File: src/rtl/ps2_scancode_rx.sv
// PS/2 keyboard receiver: synchronises and deglitches the pins, frames 11-bit
// words, and turns Set-2 traffic into one qualified make code per keypress.
module ps2_scancode_rx #(
  parameter int FILTER_LEN      = 8,
  parameter int TIMEOUT_CYC     = 50000,
  parameter int SUPPRESS_REPEAT = 1
) (
  input  logic       clk,
  input  logic       rst_n,
  input  logic       ps2_clk,
  input  logic       ps2_data,
  output logic [7:0] code,
  output logic       code_valid,
  output logic       frame_err,
  output logic       busy
);

  localparam int FW = $clog2(FILTER_LEN + 1);
  localparam int TW = $clog2(TIMEOUT_CYC + 1);

  typedef enum logic [1:0] {IDLE, DATA, PARITY, STOP} rx_state_t;
  typedef enum logic [1:0] {NORMAL, BREAK, EXT, EXT_BREAK} dec_state_t;

  rx_state_t  rx_state;
  dec_state_t dec_state;

  logic          clk_s1, clk_s2, dat_s1, dat_s2;
  logic          clk_filt;
  logic [FW-1:0] flt_cnt;
  logic          fall_stb;

  logic [2:0]    bit_cnt;
  logic [7:0]    shreg;
  logic          parity_bit;
  logic [TW-1:0] tcnt;
  logic [7:0]    held;
  logic          held_vld;
  logic          frame_good;

  // Filtered level only flips after the synchronised pin has disagreed with it
  // for FILTER_LEN consecutive cycles; fall_stb marks the flip to 0.
  always_ff @(posedge clk or negedge rst_n) begin
    if (!rst_n) begin
      clk_s1   <= 1'b1;
      clk_s2   <= 1'b1;
      dat_s1   <= 1'b1;
      dat_s2   <= 1'b1;
      clk_filt <= 1'b1;
      flt_cnt  <= '0;
    end else begin
      clk_s1 <= ps2_clk;
      clk_s2 <= clk_s1;
      dat_s1 <= ps2_data;
      dat_s2 <= dat_s1;
      if (clk_s2 == clk_filt) begin
        flt_cnt <= '0;
      end else if (flt_cnt == FW'(FILTER_LEN - 1)) begin
        clk_filt <= clk_s2;
        flt_cnt  <= '0;
      end else begin
        flt_cnt <= flt_cnt + 1'b1;
      end
    end
  end

  assign fall_stb   = clk_filt && !clk_s2 && (flt_cnt == FW'(FILTER_LEN - 1));
  assign frame_good = dat_s2 && (^{shreg, parity_bit});
  assign busy       = (rx_state != IDLE);

  always_ff @(posedge clk or negedge rst_n) begin
    if (!rst_n) begin
      rx_state   <= IDLE;
      dec_state  <= NORMAL;
      bit_cnt    <= '0;
      shreg      <= '0;
      parity_bit <= 1'b0;
      tcnt       <= '0;
      held       <= '0;
      held_vld   <= 1'b0;
      code       <= '0;
      code_valid <= 1'b0;
      frame_err  <= 1'b0;
    end else begin
      code_valid <= 1'b0;
      frame_err  <= 1'b0;

      if (rx_state == IDLE || fall_stb) begin
        tcnt <= '0;
      end else begin
        tcnt <= tcnt + 1'b1;
      end

      if (rx_state != IDLE && !fall_stb && tcnt == TW'(TIMEOUT_CYC - 1)) begin
        rx_state  <= IDLE;
        frame_err <= 1'b1;
        tcnt      <= '0;
      end else if (fall_stb) begin
        case (rx_state)
          IDLE: begin
            if (!dat_s2) begin
              rx_state <= DATA;
              bit_cnt  <= '0;
            end
          end
          DATA: begin
            shreg <= {dat_s2, shreg[7:1]};
            if (bit_cnt == 3'd7) rx_state <= PARITY;
            else bit_cnt <= bit_cnt + 1'b1;
          end
          PARITY: begin
            parity_bit <= dat_s2;
            rx_state   <= STOP;
          end
          STOP: begin
            rx_state <= IDLE;
            if (!frame_good) begin
              frame_err <= 1'b1;
            end else begin
              // Prefix bytes only steer the decoder; extended keys never emit.
              case (dec_state)
                NORMAL: begin
                  if (shreg == 8'hF0) begin
                    dec_state <= BREAK;
                  end else if (shreg == 8'hE0) begin
                    dec_state <= EXT;
                  end else if (!(SUPPRESS_REPEAT != 0 && held_vld && shreg == held)) begin
                    code       <= shreg;
                    code_valid <= 1'b1;
                    held       <= shreg;
                    held_vld   <= 1'b1;
                  end
                end
                BREAK: begin
                  dec_state <= NORMAL;
                  if (held_vld && shreg == held) begin
                    held     <= '0;
                    held_vld <= 1'b0;
                  end
                end
                EXT:       dec_state <= (shreg == 8'hF0) ? EXT_BREAK : NORMAL;
                EXT_BREAK: dec_state <= NORMAL;
                default:   dec_state <= NORMAL;
              endcase
            end
          end
          default: rx_state <= IDLE;
        endcase
      end
    end
  end

endmodule
File: config.mk
export PLATFORM = sky130hd
export DESIGN_NAME = ps2_scancode_rx
export DESIGN_NICKNAME = d
export VERILOG_FILES = /design/src/rtl/ps2_scancode_rx.sv
export SDC_FILE = /design/constraint.sdc
export NUM_CORES = 1
export LEC_CHECK = 0
export BUFFER_PORTS_ARGS = -buffer_cell sky130_fd_sc_hd__buf_2
export CAP_MARGIN = 20
export CORE_ASPECT_RATIO = 1.25
export CORE_MARGIN = 2
export CORE_UTILIZATION = 25
export CTS_CLUSTER_DIAMETER = 80
export CTS_CLUSTER_SIZE = 20
export DETAILED_ROUTE_END_ITERATION = 6
export SLEW_MARGIN = 20
export SYNTH_ARGS = -nofsm -noshare
export SYNTH_HDL_FRONTEND = slang
export SYNTH_SLANG_ARGS = --single-unit
File: constraint.sdc
create_clock -name clk -period 2.83 [get_ports clk]
set_input_delay 0.566 -clock clk [delete_from_list [all_inputs] [get_ports clk]]
set_output_delay 0.566 -clock clk [all_outputs]
set_load 0.02 [all_outputs]
**Word level (Yosys, flattened, before mapping)**

Cells that the tools add are included.
W data, S select, Z words.

- Bits of input ports: 4
- Logic and storage cells: 110
- Register bits: 60
- Output and inout port bits: 11

- Equality and inequality tests: 22
- Add/sub/neg operators: 3
- Bitwise logic cells: 5
- Muxes and demuxes: 38
- Reductions and logical operators: 25

Operators by type and width:

| cell | number |
|---|---|
| $mux W16 | 2 |
| $mux W8 | 4 |
| $add A16 B1 Y16 const B | 1 |
| $eq A16 B16 Y1 const B | 1 |
| $eq A8 B8 Y1 const B | 2 |
| $mux W1 | 16 |
| $pmux W8 S2 | 1 |
| $mux W2 | 7 |
| $ne A2 B2 Y1 const B | 6 |
| $reduce_and A5 Y1 | 2 |
| $reduce_and A3 Y1 | 3 |
| $reduce_and A9 Y1 | 1 |
| $reduce_xor A9 Y1 | 1 |
| $eq A2 B2 Y1 const B | 4 |
| $eq A8 B8 Y1 | 1 |
| $mux W4 | 2 |
| $pmux W2 S4 | 1 |
| $reduce_and A8 Y1 | 1 |
| $reduce_bool A2 Y1 | 4 |
| $logic_and A1 B1 Y1 | 6 |
| $mux W3 | 2 |
| $ne A3 B3 Y1 const B | 2 |
| $pmux W2 S3 | 1 |
| $pmux W3 S2 | 1 |
| other kinds (14) | 21 |

**Longest topological paths before layout**

- Depth in word-level cells: 10
- Depth in mapped cells: 8
- Depth with buffers taken out: 7

**Least setup slack after synthesis**

OpenSTA, ideal clock, no wires.

- Kind: register -> register
- Start point: reg flt_cnt[0]
- End point: reg code[0]
- Path slack: 811 ps
- Cell stages (with the launch flop): 8
- Arrival: 1894 ps
- Data required time: 2705 ps
- Cell sequence: dfrtp_1 ha_1 nand2_1 nor3b_2 and4b_1 clkbuf_1 nand3_2 mux2_2

- Cells in the longest elaborated chain, start to end: 7

RTL lines:

| item | line | text |
|---|---|---|
| from (decl) | 29 | `logic [FW-1:0] flt_cnt;` |
| from (signal assigned) | 61 | `flt_cnt <= flt_cnt + 1'b1;` |
| $eq A4 B3 Y1 (*) | 66 | `assign fall_stb = clk_filt && !clk_s2 && (flt_cnt == FW'(FILTER_LEN - 1));` |
| $logic_and A1 B1 Y1 (*) | 66 |  |
| $logic_not A1 Y1 | 93 | `if (rx_state != IDLE && !fall_stb && tcnt == TW'(TIMEOUT_CYC - 1)) begin` |
| $logic_and A1 B1 Y1 (2 in series) | 93 |  |
| $not A1 Y1 (no line) | - |  |
| $reduce_and A8 Y1 (no line) (*) | - |  |
| to (signal assigned) | 127 | `code <= shreg;` |
| to (decl) | 12 | `output logic [7:0] code,` |

Mark *: on every way between the ends. The rest lies on a longest branch, timed or not.
A chain may end at the register's enable or synchronous reset.

**Worst setup path after layout**

- Start point: reg flt_cnt[0]
- End point: reg code[2]

Same word-level chain as after synthesis.

==> flow_metrics.env <==
export IMPL_status="completed"
export IMPL_yosysSeqAreaShare_pct=53.1
export IMPL_syn_instance_count=254
export IMPL_cts_setup_buffers=0
export IMPL_grt_pass1_wl_mm=8.73
export IMPL_rsz0062_at_grt="no"
export IMPL_dpl_cell_area_um2=3050
export IMPL_final_common_cell="dfrtp_1"
export IMPL_fin_crit_ns=2.22
export IMPL_ctsHoldBuffers=0
export IMPL_gr_total_overflow=0
export IMPL_cts_tree="yes"
export IMPL_path_cells="ha_1 -> nand2_1 -> nor3b_2 -> and4b_1 -> nand3_2 -> mux2_2"
export IMPL_power_density_nw_per_um2=603
export IMPL_grt_usage_pct=9.29
export IMPL_endpoint_kind="flip-flop"
export IMPL_fin_skew_ns=0.00652
export IMPL_cts_num_sinks=60
export IMPL_power_leakage_nw=1.50
export IMPL_fin_setup_tns_ns=0
export IMPL_path_class="reg2reg"
export IMPL_grt_pass1_vias=1875
export IMPL_final_cell_mix="55 x dfrtp_1, 29 x nor2_1, 22 x xnor2_1"
export IMPL_slowest_stage="nor3b_2"
export IMPL_core_area_um2=11100
export IMPL_worst_hold_slack_ns=0.305
export IMPL_cts_clk_slew_worst_paths_ns=0.05
export IMPL_syn_avg_cell_area_um2=11.2
export IMPL_yosysWarnings=0
export IMPL_synth_seq_cells=60
export IMPL_postSynthNetCount=267
export IMPL_power_mw=2.02
export IMPL_crit_fanout=9
export IMPL_ir_worst_vdd_v=0.000340
export IMPL_slew_violations=0
export IMPL_crit_arrival_ns=2.42
export IMPL_top_layer_used="met4"
export IMPL_synth_distinct_cells=42
export IMPL_stdcell_count=411
export IMPL_antenna_found_initial=0
export IMPL_start_util_pct=25.6
export IMPL_placementRows=43
export IMPL_cp_required_ns=3.04
export IMPL_drive_gt1_share_pct=20.7
export IMPL_place_gp_congestion=0.787
export IMPL_dr_wl_met3_um=136
export IMPL_cts_resized=0
export IMPL_wl_mm=5.05
export IMPL_grt_start_max_net_pins=36
export IMPL_die_area_um2=12200
export IMPL_die_x_um=99.4
export IMPL_hpwl_mm=3.62
export IMPL_hold_viol_final=0
export IMPL_synth_edf_count=0
export IMPL_slew_headroom_pct=50.2
export IMPL_antenna_cells=0
export IMPL_synthFlopType="dfrtp_1"
export IMPL_ant_nets=0
export IMPL_met1_length_mm=2.37
export IMPL_htreeDepth=3
export IMPL_min_path_type="in2async"
export IMPL_port_buffers=14
export IMPL_ios=15
export IMPL_drtPass1Iterations=4
export IMPL_dr_wl_met2_mm=2.37
export IMPL_maxCapViolCount=0
export IMPL_dpl_cell_count=395
export IMPL_clockBufferDepth=2
export IMPL_tightest_slew_ns=0.746
export IMPL_wire_per_inst_um=12.3
export IMPL_insertion_delay_ns=0.33
export IMPL_clock_fmax_mhz=451
export IMPL_nets=284
export IMPL_cts_buffers=9
export IMPL_final_area_um2=3350
export IMPL_area_growth_pct=17.8
export IMPL_max_stage_delay_ns=0.42
export IMPL_synthArstFlopShare_pct=100
export IMPL_drc=0
export IMPL_critPathLaunchType="flip-flop"
export IMPL_finalSetupViolations=0
export IMPL_synth_area_um2=2840
export IMPL_root_buffer="clkbuf_16"
export IMPL_vias_per_cell=4.46
export IMPL_first_iter_violations=129
export IMPL_crit_family="simple AND/OR/NAND/NOR gates"
export IMPL_die_h_um=123
export IMPL_fin_crit_sh_pct=78.3
export IMPL_vias=1833
export IMPL_worst_path_buf_inv=0
[path summary, 6_finish.rpt]
| path | endpoint | cells after the start | slack (ns) | start |
|---|---|---|---|---|
| worst max-delay path | code[2] | 6 | 0.61 | flt_cnt[0] |
| worst max register to register | code[2] | 6 | 0.61 | flt_cnt[0] |
| max in group asynchronous | code[1] | 2 | 1.80 | rst_n |
| worst min register to register | clk_s2 | 0 | 0.35 | clk_s1 |
| worst min-delay path | tcnt[7] | 1 | 0.30 | rst_n |
| min in group clk | dat_s1 | 1 | 0.34 | ps2_data |
[Yosys cell counts, drive strengths merged (2+ instances only)]
cell type | number | area [µm²]
a21oi | 2 | 10.0
a22o | 7 | 61.3
a22oi | 2 | 15.0
and3 | 3 | 18.8
buf | 5 | 27.5
clkbuf | 5 | 21.3
dfrtp | 55 | 1380
dfstp | 5 | 131
ha | 9 | 113
inv | 8 | 30.0
mux2 | 18 | 203
mux2i | 3 | 30.0
nand2 | 19 | 71.3
nand3 | 12 | 65.1
nand4 | 4 | 25.0
nand4b | 2 | 17.5
nor2 | 29 | 109
nor2b | 3 | 18.8
nor3 | 6 | 30.0
nor3b | 2 | 20.0
nor4 | 2 | 12.5
o21ai | 9 | 45.0
or4 | 2 | 15.0
xnor2 | 22 | 193
xor2 | 8 | 70.1
[per-layer routing]
| metal | vias to the layer above | GRT usage [%] |
|---|---|---|
| met1 | 887 | 11.3 |
| met5 | - | 0 |
| met3 | 12 | 2.77 |
| li1 | 915 | - |
| met4 | 0 | 6.16 |
| met2 | 19 | 14.3 |
[metrics by stage]
| step | utilization (%) | setup WS (ns) |
|---|---|---|
| 4_1_cts | 30.2 | 0.616 |
| 5_1_grt | 30.2 | 0.435 |
| 6_report | 30.2 | 0.614 |
| 3_3_place_gp | 27.5 | 0.712 |
| 3_5_place_dp | 27.5 | 0.618 |
| 2_1_floorplan | - | 0.811 |
[report_power, final]
part / total [mW] / switching [mW] / internal [mW]
Clock: 1.06 / 0.352 / 0.711
Sequential: 0.897 / 0.0136 / 0.884
Combinational: 0.0579 / 0.0349 / 0.0229
Total: 2.02 / 0.400 / 1.62
[sequential cells by signal, indices dropped and copies added (netlist names)]
signal      flops
tcnt           16
parity_bit      1
held            8
dat_s1          1
dat_s2          1
clk_s1          1
bit_cnt         3
rx_state        2
dec_state       2
code            8
held_vld        1
shreg           8
clk_filt        1
clk_s2          1
code_valid      1
frame_err       1
flt_cnt         4
[worst reg2reg max path, stage by stage, from the launching register on]
cell and delay, ns:
dfrtp_1 0.36, ha_1 0.22, nand2_1 0.13, nor3b_2 0.42, and4b_1 0.36, nand3_2 0.26, mux2_2 0.35
[area by class of cell]
class	instances	area, µm²
clock buffers	16	302
fillers	1129	7730
inverters	8	30.0
multi-input cells	176	1250
flip-flops and latches	60	1510
well taps	135	169
repair buffers	16	85.1
[logic make-up after synthesis]
| kind of cell | count (synthesis) | share of synthesized area (%) |
|---|---|---|
| flops | 60 | 53.1 |
| buf+inv | 18 | 2.77 |
| simple gates | 87 | 15.1 |
| xor+xnor | 31 | 10.1 |
| compound gates | 28 | 6.83 |
| fa+ha+maj | 9 | 3.96 |
| mux | 21 | 8.19 |
No activity file was read; power rests on OpenSTA's default activity.
